$ cat src/rtl/systolic_pkg.sv
// Shared constants, types and FSM encoding for the 2x2 systolic operand feeder.
package systolic_pkg;
    localparam int DATA_W       = 8;
    localparam int N            = 2;
    localparam int FEED_CYCLES  = 2 * N - 1;
    localparam int DRAIN_CYCLES = N;

    typedef logic [DATA_W-1:0] elem_t;
    typedef elem_t [N*N-1:0]   mat_t;

    typedef enum logic [2:0] {
        IDLE,
        CLEAR,
        FEED,
        DRAIN,
        DONE
    } feed_state_t;
endpackage

$ cat src/rtl/feeder_matrix_buf.sv
// 2x2 operand register bank, element index row*2+col, all elements visible at once.
module feeder_matrix_buf
    import systolic_pkg::*;
(
    input  logic       clk,
    input  logic       reset,
    input  logic       we,
    input  logic [1:0] addr,
    input  elem_t      wdata,
    output mat_t       mat
);
    mat_t mem;

    always_ff @(posedge clk) begin
        if (reset) begin
            mem <= '0;
        end else if (we) begin
            mem[addr] <= wdata;
        end
    end

    assign mat = mem;
endmodule

$ cat src/rtl/systolic_feeder_2by2.sv
// Operand feeder for a 2x2 output-stationary array: clear, skewed feed, drain, done.
//
//   state | meaning
//   IDLE  | matrices writable, waiting for start
//   CLEAR | one-cycle pe_clear pulse to zero the accumulators
//   FEED  | step 0..2, skewed A rows / B columns, valid high
//   DRAIN | step 0..1, zero operands while PE(1,1) finishes
//   DONE  | one-cycle done pulse
module systolic_feeder_2by2
    import systolic_pkg::*;
(
    input  logic              clk,
    input  logic              reset,
    input  logic              load_en,
    input  logic              load_sel,
    input  logic [1:0]        load_addr,
    input  logic [DATA_W-1:0] load_data,
    input  logic              start,
    output logic              busy,
    output logic              done,
    output logic              pe_clear,
    output logic              valid,
    output logic [DATA_W-1:0] a_row0,
    output logic [DATA_W-1:0] a_row1,
    output logic [DATA_W-1:0] b_col0,
    output logic [DATA_W-1:0] b_col1
);
    localparam logic [1:0] FEED_LAST  = 2'(FEED_CYCLES - 1);
    localparam logic [1:0] DRAIN_LAST = 2'(DRAIN_CYCLES - 1);

    feed_state_t state, state_nxt;
    logic [1:0]  step, step_nxt;
    mat_t        mat_a, mat_b;
    elem_t       a0_nxt, a1_nxt, b0_nxt, b1_nxt;
    logic        in_idle;

    assign in_idle = (state == IDLE);

    feeder_matrix_buf u_buf_a (
        .clk   (clk),
        .reset (reset),
        .we    (load_en && in_idle && !load_sel),
        .addr  (load_addr),
        .wdata (load_data),
        .mat   (mat_a)
    );

    feeder_matrix_buf u_buf_b (
        .clk   (clk),
        .reset (reset),
        .we    (load_en && in_idle && load_sel),
        .addr  (load_addr),
        .wdata (load_data),
        .mat   (mat_b)
    );

    always_comb begin
        state_nxt = state;
        step_nxt  = step;
        case (state)
            IDLE:  if (start) state_nxt = CLEAR;
            CLEAR: begin
                state_nxt = FEED;
                step_nxt  = '0;
            end
            FEED: begin
                if (step == FEED_LAST) begin
                    state_nxt = DRAIN;
                    step_nxt  = '0;
                end else begin
                    step_nxt = step + 2'd1;
                end
            end
            DRAIN: begin
                if (step == DRAIN_LAST) begin
                    state_nxt = DONE;
                    step_nxt  = '0;
                end else begin
                    step_nxt = step + 2'd1;
                end
            end
            DONE:    state_nxt = IDLE;
            default: state_nxt = IDLE;
        endcase
    end

    // Outputs are registered from the next state, so the skew uses the step being entered.
    always_comb begin
        a0_nxt = '0;
        a1_nxt = '0;
        b0_nxt = '0;
        b1_nxt = '0;
        if (state_nxt == FEED) begin
            case (step_nxt)
                2'd0: begin
                    a0_nxt = mat_a[0];
                    b0_nxt = mat_b[0];
                end
                2'd1: begin
                    a0_nxt = mat_a[1];
                    a1_nxt = mat_a[2];
                    b0_nxt = mat_b[2];
                    b1_nxt = mat_b[1];
                end
                2'd2: begin
                    a1_nxt = mat_a[3];
                    b1_nxt = mat_b[3];
                end
                default: ;
            endcase
        end
    end

    always_ff @(posedge clk) begin
        if (reset) begin
            state    <= IDLE;
            step     <= '0;
            busy     <= 1'b0;
            done     <= 1'b0;
            pe_clear <= 1'b0;
            valid    <= 1'b0;
            a_row0   <= '0;
            a_row1   <= '0;
            b_col0   <= '0;
            b_col1   <= '0;
        end else begin
            state    <= state_nxt;
            step     <= step_nxt;
            busy     <= (state_nxt != IDLE);
            done     <= (state_nxt == DONE);
            pe_clear <= (state_nxt == CLEAR);
            valid    <= (state_nxt == FEED);
            a_row0   <= a0_nxt;
            a_row1   <= a1_nxt;
            b_col0   <= b0_nxt;
            b_col1   <= b1_nxt;
        end
    end
endmodule

$ cat config.mk
export PLATFORM = sky130hd
export DESIGN_NAME = systolic_feeder_2by2
export DESIGN_NICKNAME = d
export VERILOG_FILES = /design/src/rtl/systolic_pkg.sv /design/src/rtl/feeder_matrix_buf.sv /design/src/rtl/systolic_feeder_2by2.sv
export SDC_FILE = /design/constraint.sdc
export NUM_CORES = 1
export LEC_CHECK = 0
export BUFFER_PORTS_ARGS = -buffer_cell sky130_fd_sc_hd__clkbuf_2
export CAP_MARGIN = 20
export CELL_PAD_IN_SITES_DETAIL_PLACEMENT = 0
export CELL_PAD_IN_SITES_GLOBAL_PLACEMENT = 1
export CORE_MARGIN = 1
export CORE_UTILIZATION = 28
export DETAILED_ROUTE_END_ITERATION = 16
export GPL_TIMING_DRIVEN = 0
export PLACE_DENSITY_LB_ADDON = 0.1
export REMOVE_ABC_BUFFERS = 1
export SLEW_MARGIN = 40
export SYNTH_ARGS = -nofsm -noshare
export SYNTH_HDL_FRONTEND = slang
export SYNTH_SLANG_ARGS = --single-unit
export TNS_END_PERCENT = 20
$ cat constraint.sdc
create_clock -name clk -period 2.8 [get_ports clk]
set_input_delay 0.56 -clock clk [delete_from_list [all_inputs] [get_ports clk]]
set_output_delay 0.56 -clock clk [all_outputs]
set_load 0.02 [all_outputs]
==> metrics.txt, run 1 <==
# TYPE chip_impl_metric gauge
chip_impl_metric{name="antenna_cells_inserted",unit=""} 0
chip_impl_metric{name="total_die_area",unit="sq um"} 15700
chip_impl_metric{name="portBuffers",unit=""} 50
chip_impl_metric{name="cap_viol_max_count",unit=""} 0
chip_impl_metric{name="synth-seq-cells",unit=""} 105
chip_impl_metric{name="cts_max_path_buffers",unit=""} 2
chip_impl_metric{name="grt_start_max_net_pins",unit=""} 77
chip_impl_metric{name="switching_share",unit=""} 0.252
chip_impl_metric{name="viasPerCell",unit=""} 4.69
chip_impl_info{name="worst_path_max_delay_cell",value="ha_2"} 1
chip_impl_info{name="worstPathCellList",value="inv_1 > a31oi_1 > a2bb2oi_1 > ha_2 > buf_16 > a22oi_1 > nor3_1"} 1
chip_impl_info{name="layout.cells.most_common_list",value="105 x dfxtp_1, 73 x nand2b_1, 64 x mux2i_1"} 1
chip_impl_info{name="setup.worst_path.end_class",value="flip-flop"} 1
chip_impl_info{name="clock_tree.root_cell",value="clkbuf_16"} 1
chip_impl_metric{name="fp.coreArea",unit="sq um"} 14700
chip_impl_metric{name="numCtsBuffers",unit=""} 9
chip_impl_info{name="outcome",value="complete, but fails checks"} 1
chip_impl_info{name="violations",value="DRC"} 1
chip_impl_metric{name="timing_max_transition_violations_final",unit=""} 0
chip_impl_metric{name="drt-initial-drc-count",unit=""} 121
chip_impl_metric{name="slew_headroom",unit=""} 0.479
chip_impl_metric{name="yosys_warnings",unit=""} 0
chip_impl_metric{name="arrival",unit="ns"} 2.67
chip_impl_info{name="grt_setup_unrepaired",value="false"} 1
chip_impl_metric{name="die_height",unit="um"} 125
chip_impl_metric{name="grt_pass1_wl",unit="um"} 16700
chip_impl_metric{name="synth_sequential_area_ratio",unit=""} 0.492
chip_impl_metric{name="ys_async_sr_fraction",unit=""} 0
chip_impl_metric{name="syn_avg_cell_area",unit="sq um"} 10.3
chip_impl_metric{name="design.final.nets",unit=""} 457
chip_impl_metric{name="final-setup-viol-count",unit=""} 0
chip_impl_info{name="worst-setup-path-type",value="reg -> reg"} 1
chip_impl_metric{name="portion_of_total_power_attributed_to_the_clock_network",unit=""} 0.407
chip_impl_metric{name="clock_skew",unit="ns"} 0.00699
chip_impl_metric{name="routed_wirelength",unit="um"} 10100
chip_impl_info{name="min_path_type",value="in -> reg"} 1
chip_impl_metric{name="floorplan.rows",unit=""} 44
chip_impl_metric{name="vdd_ir_drop_max",unit="mV"} 0.353
chip_impl_info{name="postSynth.topFlopCell",value="dfxtp_1"} 1
chip_impl_metric{name="cp.buffers_inverters",unit=""} 2
chip_impl_metric{name="p_seq_frac",unit=""} 0.493
chip_impl_info{name="setup.worst_path.start_class",value="flip-flop"} 1
chip_impl_info{name="tritoncts",value="yes"} 1
chip_impl_metric{name="netSwitchingPower",unit="uW"} 787
chip_impl_metric{name="critical_path.max_stage_delay",unit="ns"} 0.57
chip_impl_info{name="critical_path.top_delay_family",value="compound AO/OA/AOI/OAI gates"} 1
chip_impl_metric{name="clock_insertion_delay_worst_skew",unit="ns"} 0.35
chip_impl_metric{name="pwr-share-comb",unit=""} 0.100
chip_impl_metric{name="post-layout-total-power",unit="uW"} 3120
chip_impl_metric{name="detailedRoute.firstPassIterationCount",unit=""} 10
chip_impl_metric{name="start_util",unit=""} 0.290
chip_impl_metric{name="final-hold-violation-count",unit=""} 0
chip_impl_metric{name="post_drt_wl_per_cell",unit="um"} 16.1
chip_impl_metric{name="gp_congestion",unit=""} 0.715
chip_impl_metric{name="post_cts_resized",unit=""} 0
chip_impl_metric{name="cell_internal_pwr",unit="uW"} 2330
chip_impl_metric{name="tritoncts_num_sinks",unit=""} 105
chip_impl_metric{name="antenna_found_initial",unit=""} 0
chip_impl_metric{name="cts.htree.levels",unit=""} 3
chip_impl_metric{name="final.period_utilization",unit=""} 0.866
chip_impl_metric{name="worst_slack",unit="ns"} 0.375
chip_impl_metric{name="design.portCount",unit=""} 51
chip_impl_metric{name="dpl_worst_slack",unit="ns"} 0.292
chip_impl_metric{name="maxClockFrequency",unit="GHz"} 0.412
chip_impl_metric{name="setup_bufs_post_cts",unit=""} 0
chip_impl_metric{name="fin_tns_setup",unit="ns"} 0
chip_impl_metric{name="chipWidth",unit="um"} 125
chip_impl_metric{name="drc_errors",unit=""} 4
chip_impl_metric{name="layout_cells_sized_above_1",unit=""} 0.189
chip_impl_metric{name="synthCells",unit=""} 416
chip_impl_metric{name="grt_pass1_vias",unit=""} 2918
chip_impl_metric{name="worst_slew_pin_slew",unit="ns"} 0.778
chip_impl_metric{name="globalRouteOverflowTotal",unit=""} 0
chip_impl_metric{name="period_needed",unit="ns"} 2.43
chip_impl_metric{name="post-place-cells",unit=""} 612
chip_impl_metric{name="worstPathRequired",unit="ns"} 3.05
chip_impl_metric{name="synthDistinctLibCells",unit=""} 39
chip_impl_metric{name="area_delta_synth_final",unit="%"} 16.2
chip_impl_metric{name="globalRouteTotalUtil",unit=""} 0.139
chip_impl_metric{name="static-leakage-power",unit="uW"} 0.00214
chip_impl_metric{name="postLayoutCoreUtil",unit=""} 0.337
chip_impl_metric{name="synth_enable_flop_cells",unit=""} 0
chip_impl_metric{name="cp_max_fo",unit=""} 17
chip_impl_metric{name="drt.antenna.violating_nets",unit=""} 0
chip_impl_metric{name="stdcell_count",unit=""} 628
chip_impl_metric{name="clkSlewWorstSetupHoldPaths",unit="ns"} 0.07
chip_impl_metric{name="p_per_area",unit="nW/um^2"} 629
chip_impl_metric{name="place_hpwl",unit="um"} 6380
chip_impl_metric{name="detailroute.via_count",unit=""} 2946
chip_impl_metric{name="cts_hold_buffers",unit=""} 0
chip_impl_metric{name="synth_area",unit="sq um"} 4270
chip_impl_info{name="layout.cells.most_common",value="dfxtp_1"} 1
-- synthesized netlist by cell type (2+ instances only) --
| library cell | n | share of area |
|---|---|---|
| buf_6 | 2 | 0.0053 |
| or2_2 | 2 | 0.0029 |
| clkbuf_1 | 15 | 0.013 |
| nor3_1 | 36 | 0.042 |
| and4b_1 | 2 | 0.0047 |
| buf_2 | 12 | 0.014 |
| mux2i_1 | 64 | 0.15 |
| nand2_1 | 18 | 0.016 |
| a22o_1 | 16 | 0.033 |
| nand3_2 | 2 | 0.0047 |
| nand4b_2 | 2 | 0.0070 |
| ha_1 | 3 | 0.0088 |
| nor2_1 | 6 | 0.0053 |
| buf_4 | 4 | 0.0070 |
| nand2b_1 | 73 | 0.11 |
| o2bb2ai_1 | 2 | 0.0041 |
| inv_1 | 2 | 0.0018 |
| dfxtp_1 | 105 | 0.49 |
| a31oi_1 | 2 | 0.0029 |
| nor2b_1 | 4 | 0.0059 |
| nor4_1 | 2 | 0.0029 |
| a22oi_1 | 16 | 0.028 |
| buf_1 | 10 | 0.0088 |
-- flip-flops by register name, indices dropped and copies added, names as in the netlist, 2 cells and up --
| name | count |
|---|---|
| b_col1 | 8 |
| a_row0 | 8 |
| u_buf_a.mat | 32 |
| state | 3 |
| u_buf_b.mat | 32 |
| step | 2 |
| b_col0 | 8 |
| a_row1 | 8 |
-- worst reg2reg max path, cell delays in order (launching register included) --
cell       delay (ns)
dfxtp_1          0.52
inv_1            0.13
a31oi_1          0.28
a2bb2oi_1        0.28
ha_2             0.57
buf_16           0.22
a22oi_1          0.09
nor3_1           0.24
-- metal layers --
layer  routed length (um)  GRT usage  part of all wire  vias to the layer above
li1                     -          -                 -                     1478
met1                 5170      0.193              0.51                     1415
met2                 4410      0.206              0.44                       45
met3                  412     0.0454             0.041                        8
met4                  100     0.0387            0.0099                        0
met5                    0          0                 0                        -
-- worst paths after layout --
check,from,endpoint,slack [ns],cells after the start
worst max-delay path,step[1],a_row0[4],0.37,7
worst min-delay path,start,busy,0.46,3
worst max register to register,step[1],a_row0[4],0.37,7
worst min register to register,u_buf_b.mat[2],u_buf_b.mat[2],0.48,2
-- per-stage QoR --
step	instance area (sq um)	hold slack [ns]
3_5_place_dp	4650	0.463
6_report	4960	0.456
4_1_cts	4950	0.445
5_1_grt	4960	0.446
3_3_place_gp	4540	0.458
2_1_floorplan	4060	0.448
-- kinds of logic (layout without fill, tap and decap cells) --
| logic type | Yosys count | in the layout | synth area share |
|---|---|---|---|
| simple gates | 155 | 155 | 0.217 |
| flops | 105 | 105 | 0.492 |
| mux | 64 | 64 | 0.150 |
| buf+inv | 45 | 73 | 0.0501 |
| compound gates | 44 | 44 | 0.0815 |
| fa+ha+maj | 3 | 3 | 0.00879 |
-- layout make-up --
cell class | count | area, sq um
fillers | 1517 | 9740
multi-input cells | 266 | 1980
inverters | 2 | 7.51
clock inverters | 3 | 22.5
flip-flops and latches | 105 | 2100
clock buffers | 13 | 280
well taps | 184 | 230
repair buffers | 55 | 340
-- power by group through the flow --
stage	clock network (uW)	registers [uW]	logic (uW)
after floorplan	0	1570	159
after global placement	0	1570	278
after detailed placement	0	1570	315
after CTS	1320	1540	316
after global routing	1380	1540	343
final	1270	1540	311
(Power assumes the default switching activity.)
==> run 2, diff against run 1 <==
--- a/config.mk
+++ b/config.mk
@@ -5,12 +5,14 @@
 export SDC_FILE = /design/constraint.sdc
 export NUM_CORES = 1
 export LEC_CHECK = 0
+export ABC_AREA = 1
 export BUFFER_PORTS_ARGS = -buffer_cell sky130_fd_sc_hd__clkbuf_2
 export CAP_MARGIN = 20
 export CELL_PAD_IN_SITES_DETAIL_PLACEMENT = 0
 export CELL_PAD_IN_SITES_GLOBAL_PLACEMENT = 1
+export CORE_ASPECT_RATIO = 1.5
 export CORE_MARGIN = 1
-export CORE_UTILIZATION = 28
+export CORE_UTILIZATION = 35
 export DETAILED_ROUTE_END_ITERATION = 16
 export GPL_TIMING_DRIVEN = 0
 export PLACE_DENSITY_LB_ADDON = 0.1
==> run 2 against run 1 <==
The run now ends clean. Cell count grew 21%. Wire length grew 6.5%. Global-route usage grew 3.5 points. Power grew 0.91%. Largest cell class unchanged. Highest routed layer unchanged.
==> metrics.txt, run 2 <==
# TYPE chip_impl_metric gauge
chip_impl_metric{name="area_delta_synth_final",unit="%"} 14.0
chip_impl_info{name="setup.worst_path.start_class",value="flip-flop"} 1
chip_impl_metric{name="start_util",unit=""} 0.358
chip_impl_metric{name="maxClockFrequency",unit="GHz"} 0.399
chip_impl_metric{name="period_needed",unit="ns"} 2.51
chip_impl_metric{name="detailedRoute.firstPassIterationCount",unit=""} 4
chip_impl_metric{name="cp_max_fo",unit=""} 20
chip_impl_metric{name="ys_async_sr_fraction",unit=""} 0
chip_impl_metric{name="synth_sequential_area_ratio",unit=""} 0.469
chip_impl_info{name="outcome",value="finished clean"} 1
chip_impl_metric{name="synthDistinctLibCells",unit=""} 23
chip_impl_metric{name="grt_pass1_vias",unit=""} 3362
chip_impl_metric{name="viasPerCell",unit=""} 4.71
chip_impl_metric{name="detailroute.via_count",unit=""} 3584
chip_impl_info{name="synth_commonest_cells",value="146 x nor2_1, 105 x dfxtp_1, 75 x nand2_1"} 1
chip_impl_metric{name="clkSlewWorstSetupHoldPaths",unit="ns"} 0.07
chip_impl_metric{name="timing.reg2reg.worst_path_depth",unit=""} 7
chip_impl_metric{name="final-setup-viol-count",unit=""} 0
chip_impl_metric{name="worstPathRequired",unit="ns"} 3.02
chip_impl_metric{name="portBuffers",unit=""} 50
chip_impl_metric{name="cts.htree.levels",unit=""} 3
chip_impl_metric{name="globalRouteOverflowTotal",unit=""} 0
chip_impl_metric{name="grt_pass1_wl",unit="um"} 17800
chip_impl_metric{name="gp_congestion",unit=""} 0.724
chip_impl_metric{name="yosys_warnings",unit=""} 0
chip_impl_metric{name="chipWidth",unit="um"} 94.4
chip_impl_metric{name="synth_top_area_frac",unit=""} 0.469
chip_impl_metric{name="die_height",unit="um"} 141
chip_impl_metric{name="worst_slew_pin_slew",unit="ns"} 0.826
chip_impl_metric{name="switching_share",unit=""} 0.278
chip_impl_metric{name="post-layout-total-power",unit="uW"} 3150
chip_impl_metric{name="postLayoutCoreUtil",unit=""} 0.408
chip_impl_metric{name="design.final.nets",unit=""} 618
chip_impl_info{name="layout.cells.most_common_list",value="145 x nor2_1, 105 x dfxtp_1, 75 x nand2_1"} 1
chip_impl_metric{name="netSwitchingPower",unit="uW"} 874
chip_impl_metric{name="final.period_utilization",unit=""} 0.895
chip_impl_metric{name="numCtsBuffers",unit=""} 9
chip_impl_metric{name="total_die_area",unit="sq um"} 13300
chip_impl_metric{name="fin_tns_setup",unit="ns"} 0
chip_impl_info{name="layout.cells.most_common",value="nor2_1"} 1
chip_impl_info{name="synth_top_cells_by_area",value="dfxtp_1 47%, nor2_1 12%, nor2_4 8.3%, nand3_1 7.5%, nand2_1 6.3%"} 1
chip_impl_info{name="setup.worst_path.start",value="state[1]"} 1
chip_impl_metric{name="p_per_area",unit="nW/um^2"} 617
chip_impl_info{name="grt_setup_unrepaired",value="false"} 1
chip_impl_metric{name="synth-seq-cells",unit=""} 105
chip_impl_metric{name="clock_insertion_delay_worst_skew",unit="ns"} 0.34
chip_impl_metric{name="r2r_setup_slack",unit="ns"} 0.29
chip_impl_info{name="tritoncts",value="yes"} 1
chip_impl_info{name="clock_tree.root_cell",value="clkbuf_16"} 1
chip_impl_metric{name="setup_bufs_post_cts",unit=""} 0
chip_impl_metric{name="vdd_ir_drop_max",unit="mV"} 0.377
chip_impl_info{name="post-synth-top-count-cell",value="nor2_1"} 1
chip_impl_metric{name="hold_slack",unit="ns"} 0.452
chip_impl_info{name="worst-setup-path-type",value="reg -> reg"} 1
chip_impl_info{name="postSynth.topFlopCell",value="dfxtp_1"} 1
chip_impl_metric{name="synth_area",unit="sq um"} 4480
chip_impl_info{name="min_path_type",value="in -> reg"} 1
chip_impl_metric{name="cts_max_path_buffers",unit=""} 2
chip_impl_info{name="min_from",value="start"} 1
chip_impl_info{name="setup.worst_path.end_class",value="flip-flop"} 1
chip_impl_metric{name="place_hpwl",unit="um"} 6920
chip_impl_metric{name="grt_start_max_net_pins",unit=""} 45
chip_impl_metric{name="drt-initial-drc-count",unit=""} 183
chip_impl_metric{name="cell_internal_pwr",unit="uW"} 2280
chip_impl_info{name="worst_reg2reg_startpoint",value="state[1]"} 1
chip_impl_metric{name="design.portCount",unit=""} 51
chip_impl_metric{name="tritoncts_num_sinks",unit=""} 105
chip_impl_metric{name="cap_viol_max_count",unit=""} 0
chip_impl_metric{name="stdcell_count",unit=""} 761
chip_impl_metric{name="final-hold-violation-count",unit=""} 0
chip_impl_metric{name="synth_enable_flop_cells",unit=""} 0
chip_impl_metric{name="static-leakage-power",unit="uW"} 0.00207
chip_impl_metric{name="fp.coreArea",unit="sq um"} 12500
chip_impl_metric{name="clock_skew",unit="ns"} 0.00552
chip_impl_metric{name="synthCells",unit=""} 565
chip_impl_metric{name="layout_cells_sized_above_1",unit=""} 0.195
chip_impl_metric{name="routed_wirelength",unit="um"} 10800
chip_impl_info{name="worst_r2r_endpoint",value="b_col0[0]"} 1
chip_impl_info{name="synth_top_cell_by_area",value="dfxtp_1"} 1
chip_impl_metric{name="timing_max_transition_violations_final",unit=""} 0
chip_impl_metric{name="antenna_cells_inserted",unit=""} 0
chip_impl_metric{name="portion_of_total_power_attributed_to_the_clock_network",unit=""} 0.377
chip_impl_metric{name="p_seq_frac",unit=""} 0.495
chip_impl_metric{name="slew_headroom",unit=""} 0.449
chip_impl_metric{name="antenna_found_initial",unit=""} 0
chip_impl_metric{name="syn_avg_cell_area",unit="sq um"} 7.93
chip_impl_metric{name="drc_errors",unit=""} 0
chip_impl_metric{name="drt.antenna.violating_nets",unit=""} 0
chip_impl_metric{name="arrival",unit="ns"} 2.73
chip_impl_metric{name="floorplan.rows",unit=""} 50
chip_impl_metric{name="globalRouteTotalUtil",unit=""} 0.175
chip_impl_metric{name="pwr-share-comb",unit=""} 0.128
chip_impl_metric{name="min_path_cells",unit=""} 3
chip_impl_metric{name="post_drt_wl_per_cell",unit="um"} 14.1
chip_impl_info{name="whs_endpoint",value="pe_clear"} 1
chip_impl_metric{name="post-place-cells",unit=""} 745
==> run 2: changes by cell type after synthesis, sizes merged, moves of 4 or more <==
cell | before | now
inv | 2 | 57
nor3 | 36 | 2
a22o | 16 | 32
mux2i | 64 | 0
a22oi | 16 | 0
buf | 28 | 15
nor2 | 6 | 184
nand2b | 73 | 0
nor2b | 4 | 0
nand3 | 3 | 72
nand2 | 19 | 75
==> run 2: kinds of logic (layout without fill, tap and decap cells) <==
| kind of cell | after synthesis | in the layout | synth area share |
|---|---|---|---|
| AND/OR/NAND/NOR | 336 | 336 | 0.374 |
| AO/OA/AOI/OAI | 36 | 36 | 0.0670 |
| flip-flops | 105 | 105 | 0.469 |
| adder cells (fa/ha/maj) | 3 | 3 | 0.00838 |
| buffers and inverters | 85 | 125 | 0.0818 |
==> run 2: layout make-up <==
cell class | count | area [sq um]
fillers | 1359 | 7400
inverters | 57 | 216
well taps | 156 | 195
flip-flops and latches | 105 | 2100
clock inverters | 5 | 31.3
clock buffers | 11 | 243
multi-input cells | 375 | 2040
repair buffers | 52 | 285
==> run 2: how the worst max path moves through the flow <==
stage | endpoint | depth (start not counted)
detailed placement | a_row0[6] | 6
floorplan | a_row0[7] | 7
finish | b_col0[0] | 7
global placement | b_col0[0] | 7
global route | b_col0[3] | 7
CTS | b_col0[0] | 7
==> run 2: worst max-delay path, cell delays in order, from the launching register on <==
cell	delay, ns
dfxtp_1	0.50
o21ai_0	0.21
o21ai_1	0.43
inv_1	0.10
ha_2	0.37
or2_2	0.36
nand3_4	0.33
nor2_1	0.07
==> run 2: metrics by stage <==
stage | setup slack, ns | cell area, sq um
2_1_floorplan | 0.440 | 4330
3_3_place_gp | -0.448 | 4770
3_5_place_dp | 0.00868 | 4820
4_1_cts | 0.198 | 5090
5_1_grt | 0.0613 | 5110
6_report | 0.294 | 5110
==> run 2: per-layer routing <==
metal  GRT usage  wire, um  share of wire  up-vias
li1            -         -              -     1832
met1       0.231      4870           0.45     1674
met2       0.285      5290           0.49       66
met3      0.0259       412          0.038       12
met4      0.0664       189          0.018        0
met5           0         0              0        -
==> run 2: power by group through the flow <==
stage          combinational (uW)  sequential (uW)  clock (uW)
2_1_floorplan                 264             1600           0
3_3_place_gp                  387             1590           0
3_5_place_dp                  399             1590           0
4_1_cts                       402             1560        1230
5_1_grt                       450             1560        1280
6_report                      404             1560        1190
==> run 2: what timing repair did <==
item,4_1_cts,5_1_grt
setup endpoints to repair,16,5
hold buffers,0,0
resized for setup,1,2
gates cloned,0,0
==> run 3, diff against run 2 <==
--- a/config.mk
+++ b/config.mk
@@ -15,7 +15,7 @@
 export CORE_UTILIZATION = 35
 export DETAILED_ROUTE_END_ITERATION = 16
 export GPL_TIMING_DRIVEN = 0
-export PLACE_DENSITY_LB_ADDON = 0.1
+export PLACE_DENSITY = 0.68
 export REMOVE_ABC_BUFFERS = 1
 export SLEW_MARGIN = 40
 export SYNTH_ARGS = -nofsm -noshare
==> run 3 against run 2 <==
Sequential power barely moved. Highest routed layer unchanged. Final area rose by 0.34%. Global-route usage barely moved. Maximum frequency fell by 0.65%. Clock power rose by 4%. Sequential share of layout area fell by 0.14 points. Non-clock buffer count did not move. Clock skew fell by 0.0016 ns.
==> metrics.txt, run 3 (synthesized netlist as in run 2, its figures left out) <==
# TYPE chip_impl_metric gauge
chip_impl_metric{name="globalRouteTotalUtil",unit=""} 0.175
chip_impl_metric{name="drt-initial-drc-count",unit=""} 184
chip_impl_metric{name="detailroute.via_count",unit=""} 3532
chip_impl_metric{name="design_area",unit="sq um"} 5130
chip_impl_metric{name="worst_slew_pin_slew",unit="ns"} 0.838
chip_impl_metric{name="clock_skew",unit="ns"} 0.00392
chip_impl_metric{name="post_cts_resized",unit=""} 0
chip_impl_metric{name="detailedRoute.firstPassIterationCount",unit=""} 4
chip_impl_metric{name="portBuffers",unit=""} 50
chip_impl_metric{name="routed_wirelength",unit="um"} 10500
chip_impl_metric{name="postPlaceCellArea",unit="sq um"} 4830
chip_impl_metric{name="layout_cells_sized_above_1",unit=""} 0.195
chip_impl_metric{name="timing_max_transition_violations_final",unit=""} 0
chip_impl_metric{name="die_height",unit="um"} 141
chip_impl_metric{name="post_drt_wl_per_cell",unit="um"} 13.7
chip_impl_info{name="min_path_type",value="in -> reg"} 1
chip_impl_info{name="worst-setup-path-type",value="reg -> reg"} 1
chip_impl_metric{name="design.portCount",unit=""} 51
chip_impl_metric{name="final-hold-violation-count",unit=""} 0
chip_impl_metric{name="dr_wl_met2",unit="um"} 5290
chip_impl_metric{name="grt_pass1_vias",unit=""} 3435
chip_impl_metric{name="cap_viol_max_count",unit=""} 0
chip_impl_metric{name="design.final.nets",unit=""} 618
chip_impl_metric{name="floorplan.rows",unit=""} 50
chip_impl_metric{name="fp.coreArea",unit="sq um"} 12500
chip_impl_metric{name="routedLengthMet1",unit="um"} 4540
chip_impl_info{name="highest-signal-layer",value="met4"} 1
chip_impl_metric{name="r2r_setup_slack",unit="ns"} 0.28
chip_impl_metric{name="p_per_area",unit="nW/um^2"} 624
chip_impl_metric{name="drt.antenna.violating_nets",unit=""} 0
chip_impl_metric{name="post-place-cells",unit=""} 745
chip_impl_metric{name="grt_pass1_wl",unit="um"} 17600
chip_impl_metric{name="antenna_found_initial",unit=""} 0
chip_impl_metric{name="cts.htree.levels",unit=""} 3
chip_impl_metric{name="setup_bufs_post_cts",unit=""} 0
chip_impl_metric{name="cts_hold_buffers",unit=""} 0
chip_impl_metric{name="stdcell_count",unit=""} 761
chip_impl_metric{name="cts_max_path_buffers",unit=""} 2
chip_impl_metric{name="place_hpwl",unit="um"} 6790
chip_impl_metric{name="globalRouteOverflowTotal",unit=""} 0
chip_impl_metric{name="drc_errors",unit=""} 0
chip_impl_metric{name="antenna_cells_inserted",unit=""} 0
chip_impl_metric{name="tritoncts_num_sinks",unit=""} 105
chip_impl_metric{name="area_delta_synth_final",unit="%"} 14.4
chip_impl_info{name="layout.cells.most_common_list",value="145 x nor2_1, 105 x dfxtp_1, 75 x nand2_1"} 1
chip_impl_info{name="setup.worst_path.end_class",value="flip-flop"} 1
chip_impl_metric{name="period_needed",unit="ns"} 2.52
chip_impl_info{name="setup.worst_path.start_class",value="flip-flop"} 1
chip_impl_metric{name="clkSlewWorstSetupHoldPaths",unit="ns"} 0.06
chip_impl_metric{name="clock_insertion_delay_worst_skew",unit="ns"} 0.35
chip_impl_info{name="clock_tree.root_cell",value="clkbuf_16"} 1
chip_impl_metric{name="final-setup-viol-count",unit=""} 0
chip_impl_metric{name="worstPathRequired",unit="ns"} 3.02
chip_impl_metric{name="viasPerCell",unit=""} 4.64
chip_impl_metric{name="final.period_utilization",unit=""} 0.901
chip_impl_metric{name="vdd_ir_drop_max",unit="mV"} 0.260
chip_impl_metric{name="met3_routed_length",unit="um"} 449
chip_impl_metric{name="chipWidth",unit="um"} 94.4
chip_impl_metric{name="total_die_area",unit="sq um"} 13300
chip_impl_metric{name="static-leakage-power",unit="uW"} 0.00209
chip_impl_metric{name="slew_headroom",unit=""} 0.440
chip_impl_metric{name="gp_congestion",unit=""} 0.729
chip_impl_info{name="grt_setup_unrepaired",value="false"} 1
chip_impl_metric{name="arrival",unit="ns"} 2.75
chip_impl_metric{name="maxClockFrequency",unit="GHz"} 0.396
chip_impl_info{name="layout.cells.most_common",value="nor2_1"} 1
chip_impl_metric{name="numCtsBuffers",unit=""} 9
chip_impl_metric{name="start_util",unit=""} 0.358
chip_impl_metric{name="grt_start_max_net_pins",unit=""} 47
chip_impl_metric{name="cp_max_fo",unit=""} 17
chip_impl_info{name="tritoncts",value="yes"} 1
chip_impl_info{name="outcome",value="finished clean"} 1
## run 3: changes by cell type in the layout (fill, tap and decap cells not counted)
cell	change
clkinvlp_4	-1
buf_8	-1
buf_16	+1
clkinv_4	-1
ha_2	+1
nor2_4	-1
nor2_2	+1
clkbuf_8	+3
ha_4	-1
clkinv_2	-1
## run 3: power by group
| part | switching (uW) | total, uW | internal (uW) |
|---|---|---|---|
| Combinational | 283 | 400 | 117 |
| Clock | 543 | 1240 | 698 |
| Sequential | 24.2 | 1560 | 1540 |
| Total | 850 | 3200 | 2350 |
## run 3: stage by stage
stage	setup TNS [ns]	power [uW]	hold WS, ns	utilization	worst slack [ns]
after CTS	0	3240	0.431	0.410	0.0915
after detailed placement	0	2000	0.457	0.386	0.104
after global placement	-5.57	1970	0.449	0.382	-0.399
after global routing	0	3350	0.434	0.410	0.133
final	0	3200	0.435	0.410	0.277
after floorplan	0	1860	0.441	-	0.440
## run 3: final cells by class
type | count | area (sq um)
Sequential cell | 105 | 2100
Clock inverter | 2 | 10.0
Inverter | 57 | 216
Multi-Input combinational cell | 375 | 2020
Tap cell | 156 | 195
Timing Repair Buffer | 52 | 298
Fill cell | 1307 | 7390
Clock buffer | 14 | 284
## run 3: final timing paths
path / start / endpoint / cells past startpoint
worst min-delay path: start / pe_clear / 3
worst max register to register: state[1] / b_col0[1] / 8
worst min register to register: u_buf_b.mat[18] / u_buf_b.mat[18] / 2
worst max-delay path: state[1] / b_col0[1] / 8
## run 3: critical path, stage by stage (launching register included)
cell and delay [ns]:
dfxtp_1 0.49, o21ai_0 0.20, o21ai_1 0.30, inv_1 0.09, ha_2 0.36, buf_16 0.23
or2_2 0.30, nand3_4 0.33, nor2_1 0.09
## run 3: layer usage
metal / vias to the layer above / GRT usage
met3: 13 / 0.0334
li1: 1848 / -
met1: 1596 / 0.215
met5: - / 0
met2: 75 / 0.295
met4: 0 / 0.0729
